`src/rtl/ysyx_22040237_mem_arb_pkg.sv`:
```
`default_nettype none
// ----------------------------------------------------------------------------
// ysyx_22040237_mem_arb_pkg : shared widths, arbiter state and owner encodings
// Rev 1.0
// ----------------------------------------------------------------------------
package ysyx_22040237_mem_arb_pkg;

  localparam int REG_WIDTH  = 64;
  localparam int INST_WIDTH = 32;

  localparam int ARB_ADDR_W = REG_WIDTH;
  localparam int ARB_DATA_W = REG_WIDTH;

  typedef enum logic [1:0] {
    ST_IDLE = 2'd0,
    ST_REQ  = 2'd1,
    ST_WAIT = 2'd2,
    ST_RESP = 2'd3
  } arb_state_e;

  typedef enum logic {
    OWN_IF = 1'b0,
    OWN_LS = 1'b1
  } arb_owner_e;

  // The LSU takes priority unless the IFU has been starved long enough.
  function automatic logic arb_ifu_wins(input logic if_v, input logic ls_v,
                                        input logic starved);
    return if_v && (starved || !ls_v);
  endfunction

endpackage
`default_nettype wire

```
`src/rtl/ysyx_22040237_mem_arb.sv`:
```
`default_nettype none
// ----------------------------------------------------------------------------
// ysyx_22040237_mem_arb : single-outstanding IFU/LSU arbiter for the memory
// Rev 1.0
// ----------------------------------------------------------------------------
module ysyx_22040237_mem_arb
  import ysyx_22040237_mem_arb_pkg::*;
#(
  parameter int ADDR_W     = ARB_ADDR_W,
  parameter int DATA_W     = ARB_DATA_W,
  parameter int STARVE_MAX = 4
) (
  input  logic                  clk,
  input  logic                  rst,

  input  logic                  if_req_valid,
  output logic                  if_req_ready,
  input  logic [ADDR_W-1:0]     if_addr,
  output logic                  if_resp_valid,

  input  logic                  ls_req_valid,
  output logic                  ls_req_ready,
  input  logic [ADDR_W-1:0]     ls_addr,
  input  logic                  ls_wen,
  input  logic [DATA_W-1:0]     ls_wdata,
  input  logic [DATA_W/8-1:0]   ls_wmask,
  output logic                  ls_resp_valid,

  output logic [DATA_W-1:0]     resp_rdata,

  output logic                  mem_req_valid,
  input  logic                  mem_req_ready,
  output logic [ADDR_W-1:0]     mem_addr,
  output logic                  mem_wen,
  output logic [DATA_W-1:0]     mem_wdata,
  output logic [DATA_W/8-1:0]   mem_wmask,
  input  logic                  mem_resp_valid,
  input  logic [DATA_W-1:0]     mem_rdata
);

  localparam int MASK_W = DATA_W / 8;
  localparam int CNT_W  = (STARVE_MAX < 1) ? 1 : $clog2(STARVE_MAX + 1);
  localparam logic [CNT_W-1:0] CNT_MAX = CNT_W'(STARVE_MAX);

  arb_state_e          state_q,  state_d;
  arb_owner_e          owner_q,  owner_d;
  logic [CNT_W-1:0]    starve_q, starve_d;
  logic [ADDR_W-1:0]   addr_q,   addr_d;
  logic                wen_q,    wen_d;
  logic [DATA_W-1:0]   wdata_q,  wdata_d;
  logic [MASK_W-1:0]   wmask_q,  wmask_d;
  logic [DATA_W-1:0]   rdata_q,  rdata_d;

  logic grant_if;
  logic grant_ls;

  // Grants are gated by reset so the ready outputs drop as soon as rst falls.
  always_comb begin
    grant_if = 1'b0;
    grant_ls = 1'b0;
    if (rst && (state_q == ST_IDLE)) begin
      if (arb_ifu_wins(if_req_valid, ls_req_valid, starve_q == CNT_MAX)) begin
        grant_if = 1'b1;
      end else if (ls_req_valid) begin
        grant_ls = 1'b1;
      end
    end
  end

  always_comb begin
    state_d  = state_q;
    owner_d  = owner_q;
    starve_d = starve_q;
    addr_d   = addr_q;
    wen_d    = wen_q;
    wdata_d  = wdata_q;
    wmask_d  = wmask_q;
    rdata_d  = rdata_q;

    case (state_q)
      ST_IDLE: begin
        if (grant_if) begin
          owner_d  = OWN_IF;
          addr_d   = if_addr;
          wen_d    = 1'b0;
          wdata_d  = '0;
          wmask_d  = '0;
          starve_d = '0;
          state_d  = ST_REQ;
        end else if (grant_ls) begin
          owner_d = OWN_LS;
          addr_d  = ls_addr;
          wen_d   = ls_wen;
          wdata_d = ls_wdata;
          wmask_d = ls_wmask;
          if (if_req_valid && (starve_q != CNT_MAX)) begin
            starve_d = starve_q + CNT_W'(1);
          end
          state_d = ST_REQ;
        end
      end

      ST_REQ: begin
        if (mem_req_ready) begin
          // A memory that answers in the handshake cycle skips WAIT entirely.
          if (mem_resp_valid) begin
            rdata_d = mem_rdata;
            state_d = ST_RESP;
          end else begin
            state_d = ST_WAIT;
          end
        end
      end

      ST_WAIT: begin
        if (mem_resp_valid) begin
          rdata_d = mem_rdata;
          state_d = ST_RESP;
        end
      end

      ST_RESP: begin
        state_d = ST_IDLE;
      end

      default: begin
        state_d = ST_IDLE;
      end
    endcase
  end

  always_ff @(posedge clk or negedge rst) begin
    if (!rst) begin
      state_q  <= ST_IDLE;
      owner_q  <= OWN_IF;
      starve_q <= '0;
      addr_q   <= '0;
      wen_q    <= 1'b0;
      wdata_q  <= '0;
      wmask_q  <= '0;
      rdata_q  <= '0;
    end else begin
      state_q  <= state_d;
      owner_q  <= owner_d;
      starve_q <= starve_d;
      addr_q   <= addr_d;
      wen_q    <= wen_d;
      wdata_q  <= wdata_d;
      wmask_q  <= wmask_d;
      rdata_q  <= rdata_d;
    end
  end

  assign if_req_ready  = grant_if;
  assign ls_req_ready  = grant_ls;

  assign mem_req_valid = (state_q == ST_REQ);
  assign mem_addr      = addr_q;
  assign mem_wen       = wen_q;
  assign mem_wdata     = wdata_q;
  assign mem_wmask     = wmask_q;

  assign if_resp_valid = (state_q == ST_RESP) && (owner_q == OWN_IF);
  assign ls_resp_valid = (state_q == ST_RESP) && (owner_q == OWN_LS);
  assign resp_rdata    = rdata_q;

endmodule
`default_nettype wire

```
`config.mk`:
```
export PLATFORM = sky130hd
export DESIGN_NAME = ysyx_22040237_mem_arb
export DESIGN_NICKNAME = d
export VERILOG_FILES = /design/src/rtl/ysyx_22040237_mem_arb_pkg.sv /design/src/rtl/ysyx_22040237_mem_arb.sv
export SDC_FILE = /design/constraint.sdc
export NUM_CORES = 1
export LEC_CHECK = 0
export ABC_CLOCK_PERIOD_IN_PS = 2700
export CAP_MARGIN = 40
export CORE_AREA = 3 3 184 186
export DETAILED_ROUTE_END_ITERATION = 10
export DIE_AREA = 0 0 187 189
export GPL_TIMING_DRIVEN = 0
export PLACE_DENSITY_LB_ADDON = 0.08
export SETUP_SLACK_MARGIN = 0.4
export SYNTH_ARGS = -nofsm -noshare
export SYNTH_HDL_FRONTEND = slang
export SYNTH_SLANG_ARGS = --single-unit
```
`constraint.sdc`:
```
create_clock -name clk -period 2.7 [get_ports clk]
set_clock_uncertainty 0.15 [all_clocks]
set_input_delay 0.54 -clock clk [delete_from_list [all_inputs] [get_ports clk]]
set_output_delay 0.54 -clock clk [all_outputs]
set_load 0.005 [all_outputs]
```
==> metrics.md <==
| Metric | Value |
|---|---|
| Yosys reg bits | 207 |
| Cell variety after synth | 28 |
| Grt ovf | 0 |
| Post-synthesis sequential area ratio | 64.2% |
| Initial DRC count | 262 |
| Final antenna-violating net count | 0 |
| Ant diodes | 0 |
| Worst-path clk slew | 0.06 ns |
| Max incr delay on CP | 0.40 ns |
| Ports | 477 |
| Critical path arrival | 1.78 ns |
| Worst path cell trace | inv_2 -> ha_4 -> nand3_4 -> a31oi_4 -> buf_12 -> buf_8 -> buf_6 |
| Total power | 15.4 mW |
| RSZ-0062 raised after global routing | yes |
| Crit share post-route | around 92% |
| Via/cell ratio | between 4 and 5 |
| CP max-delay cell | dfrtp_1 |
| Pwr Density | 1050 nW/um^2 |
| Drt first pass iters | 4 |
| Status | finished with violations |
| P_leak | roughly 6.3 nW |
| Area grow syn2layout | 81.1% |
| Slew HR | 57.4% |
| Core Area | about 32000 um^2 |
| Worst Path Max Fanout | 4 |
| Routability cong. | 0.776 |
| Clock Sinks | between 200 and 250 |
| Area after DPL | about 13000 um^2 |
| Pins Over Slew Limit | 0 |
| Area contributors post-synth | dfrtp_1 (64%), mux2_2 (9.1%), a221o_1 (7.9%), a22o_1 (7.9%), and2_1 (4.8%) |
| CTS max path bufs | 3 |
| Cell family with most CP delay | flip-flops |
| First-pass GRT wire length | 48.0 mm |
| Worst Path Class, Setup | register to primary output |
| Synth top area share | ~64% |
| Fin area | 14600 um^2 |
| Layout cells sized above 1 | 16.5% |
| # setup viols final | 0 |
| Dpl hpwl | 23.4 mm |
| FMAX | 404 MHz |
| Worst reg-to-reg path cell count | 7 |
| Violated checks | negative hold slack |
| WL per Instance | between 20 and 25 um |
| Fin util | between 40 and 50% |
| Fin. Hold Viols | 99 |
| Synth area leader | dfrtp_1 |
| Hold slack | -0.240 ns |
| Worst vdd ir | 0.457 mV |
| Via count | 6738 |
| Mapped Area | 8070 um^2 |
| Initial Utilization | 24.9% |
| Root Buffer Master | clkbuf_16 |
| Syn. warnings | 0 |
| Largest net degree at the start of global routing | about 110 |
| Worst hold path type | primary input to async pin |
| Die Wd | 187 um |
| DR DRC count | 0 |
| Initial antenna violation count | 0 |
| Levels on crit path | 7 |
| GR Util All Layers | 17.4% |
| Port buffer count | 476 |
| Die H | 189 um |
| Total CTS buffers | 26 |
| Worst skew pair latency | between 0.5 and 0.6 ns |
| Slew @ Worst Pin | about 0.64 ns |
| WP buf/inv | 4 |
| Max-Cap Viols | 0 |
| Die area | between 30000 and 40000 um^2 |
| Vias in the first global route | 7391 |
| Syn nets | between 800 and 900 |
| Rows | 66 |
| TritonCTS clock tree | built |
| Synthesized area per cell | ~15 um^2 |
| Final wirelength | 31.6 mm |
| Cell count after synthesis | 554 |
| CP Launch Type | register |
| Final #Nets | 1355 |
| Worst setup EP type | primary output |
| Min Tclk post-route | 2.47 ns |
| H-tree levels | 1 |
| Data required, critical path | 2.01 ns |
-- metal layers --
layer	part of all wire [%]	global-route usage (%)
met1	39	20.3
met2	50	30.4
met3	9.8	7.04
met4	1.5	3.43
met5	0	0
-- timing repair --
| action | 4_1_cts | 5_1_grt |
|---|---|---|
| pin swaps | 3 | 2 |
| endpoints found under the setup margin | 172 | 42 |
| resized for setup | 60 | 5 |
| endpoints found under the hold margin | 99 | 99 |
| setup buffers | 14 | 4 |
-- power breakdown --
part / total, mW / switching (mW) / internal (mW)
logic: 6.56 / 2.21 / 4.35
registers: 5.26 / 0.741 / 4.52
clock network: 3.59 / 1.34 / 2.25
-- layout make-up --
class	count	area [um^2]
Multi-Input combinational cell	298	2750
Inverter	6	22.5
Fill cell	3016	17800
Clock buffer	39	811
Tap cell	442	553
Buffer	43	275
Clock inverter	7	87.6
Timing Repair Buffer	495	4930
Sequential cell	207	5180
-- per-stage QoR --
step | worst slack [ns] | TNS [ns] | instances
after floorplan | 0.582 | 0 | 554
after global placement | -10.01 | -3109.75 | 1472
after detailed placement | -1.10 | -22.24 | 1473
after CTS | 0.215 | 0 | 1533
after global routing | 0.140 | 0 | 1537
final | 0.228 | 0 | 1537
-- placed cells by master, fill, tap and decap left out, types with 2 or more instances in the layout --
master	count
inv_2	2
ha_1	4
clkbuf_8	9
clkdlybuf4s50_1	469
dfrtp_1	207
buf_16	2
clkbuf_1	10
a22o_1	73
mux2_2	65
clkbuf_2	3
a221o_1	64
nand2_1	4
and2_0	3
and2_1	62
o21ai_0	3
ha_4	2
buf_2	27
inv_1	4
buf_4	18
clkbuf_16	27
nand3_4	2
clkinv_2	4
buf_6	8
bufinv_16	2
-- cell usage after synthesis, drive strengths merged --
| cell type | n |
|---|---|
| a211oi | 1 |
| a21boi | 1 |
| a221o | 64 |
| a222oi | 1 |
| a22o | 73 |
| a31oi | 1 |
| and2 | 65 |
| and3 | 1 |
| buf | 33 |
| clkbuf | 10 |
| dfrtp | 207 |
| ha | 7 |
| inv | 6 |
| mux2 | 66 |
| mux2i | 1 |
| nand2 | 5 |
| nand2b | 1 |
| nand3 | 2 |
| nand4 | 1 |
| nor2 | 2 |
| nor2b | 1 |
| o211ai | 1 |
| o21ai | 3 |
| xor2 | 1 |
-- worst register-to-register path: stages (launching register included) --
cell and delay (ns):
dfrtp_1 0.40, inv_2 0.09, ha_4 0.18, buf_4 0.13, o211ai_2 0.10, buf_2 0.25, a222oi_1 0.43, mux2_1 0.37
-- path summary, 6_finish.rpt --
kind                                      from        endpoint  slack [ns]
worst max-delay path                state_q[0]    ls_req_ready        0.23
worst min-delay path                       rst    mem_addr[52]       -0.24
worst max register to register      state_q[0]      state_q[1]        0.49
worst min register to register  resp_rdata[29]  resp_rdata[29]        0.35
max in group asynchronous                  rst    mem_wmask[3]        1.66
min in group clk                resp_rdata[29]  resp_rdata[29]        0.35
-- state kept, by name, indices dropped and copies added, names as in the netlist --
name	count
owner_q	1
mem_wen	1
mem_wmask	8
mem_wdata	64
resp_rdata	64
state_q	2
starve_q	3
mem_addr	64
-- kinds of logic (layout without fill, tap and decap cells) --
family / count (synthesis) / in the layout / share of synthesized area, %
muxes: 67 / 67 / 9.34
adders and majority gates: 7 / 7 / 1.09
and+or+nand+nor: 78 / 78 / 5.83
buffers and inverters: 49 / 590 / 2.78
xor gates and xnor gates: 1 / 1 / 0.109
DFF: 207 / 207 / 64.2
AOI/OAI and AO/OA: 145 / 145 / 16.6
(Power assumes the default switching activity.)
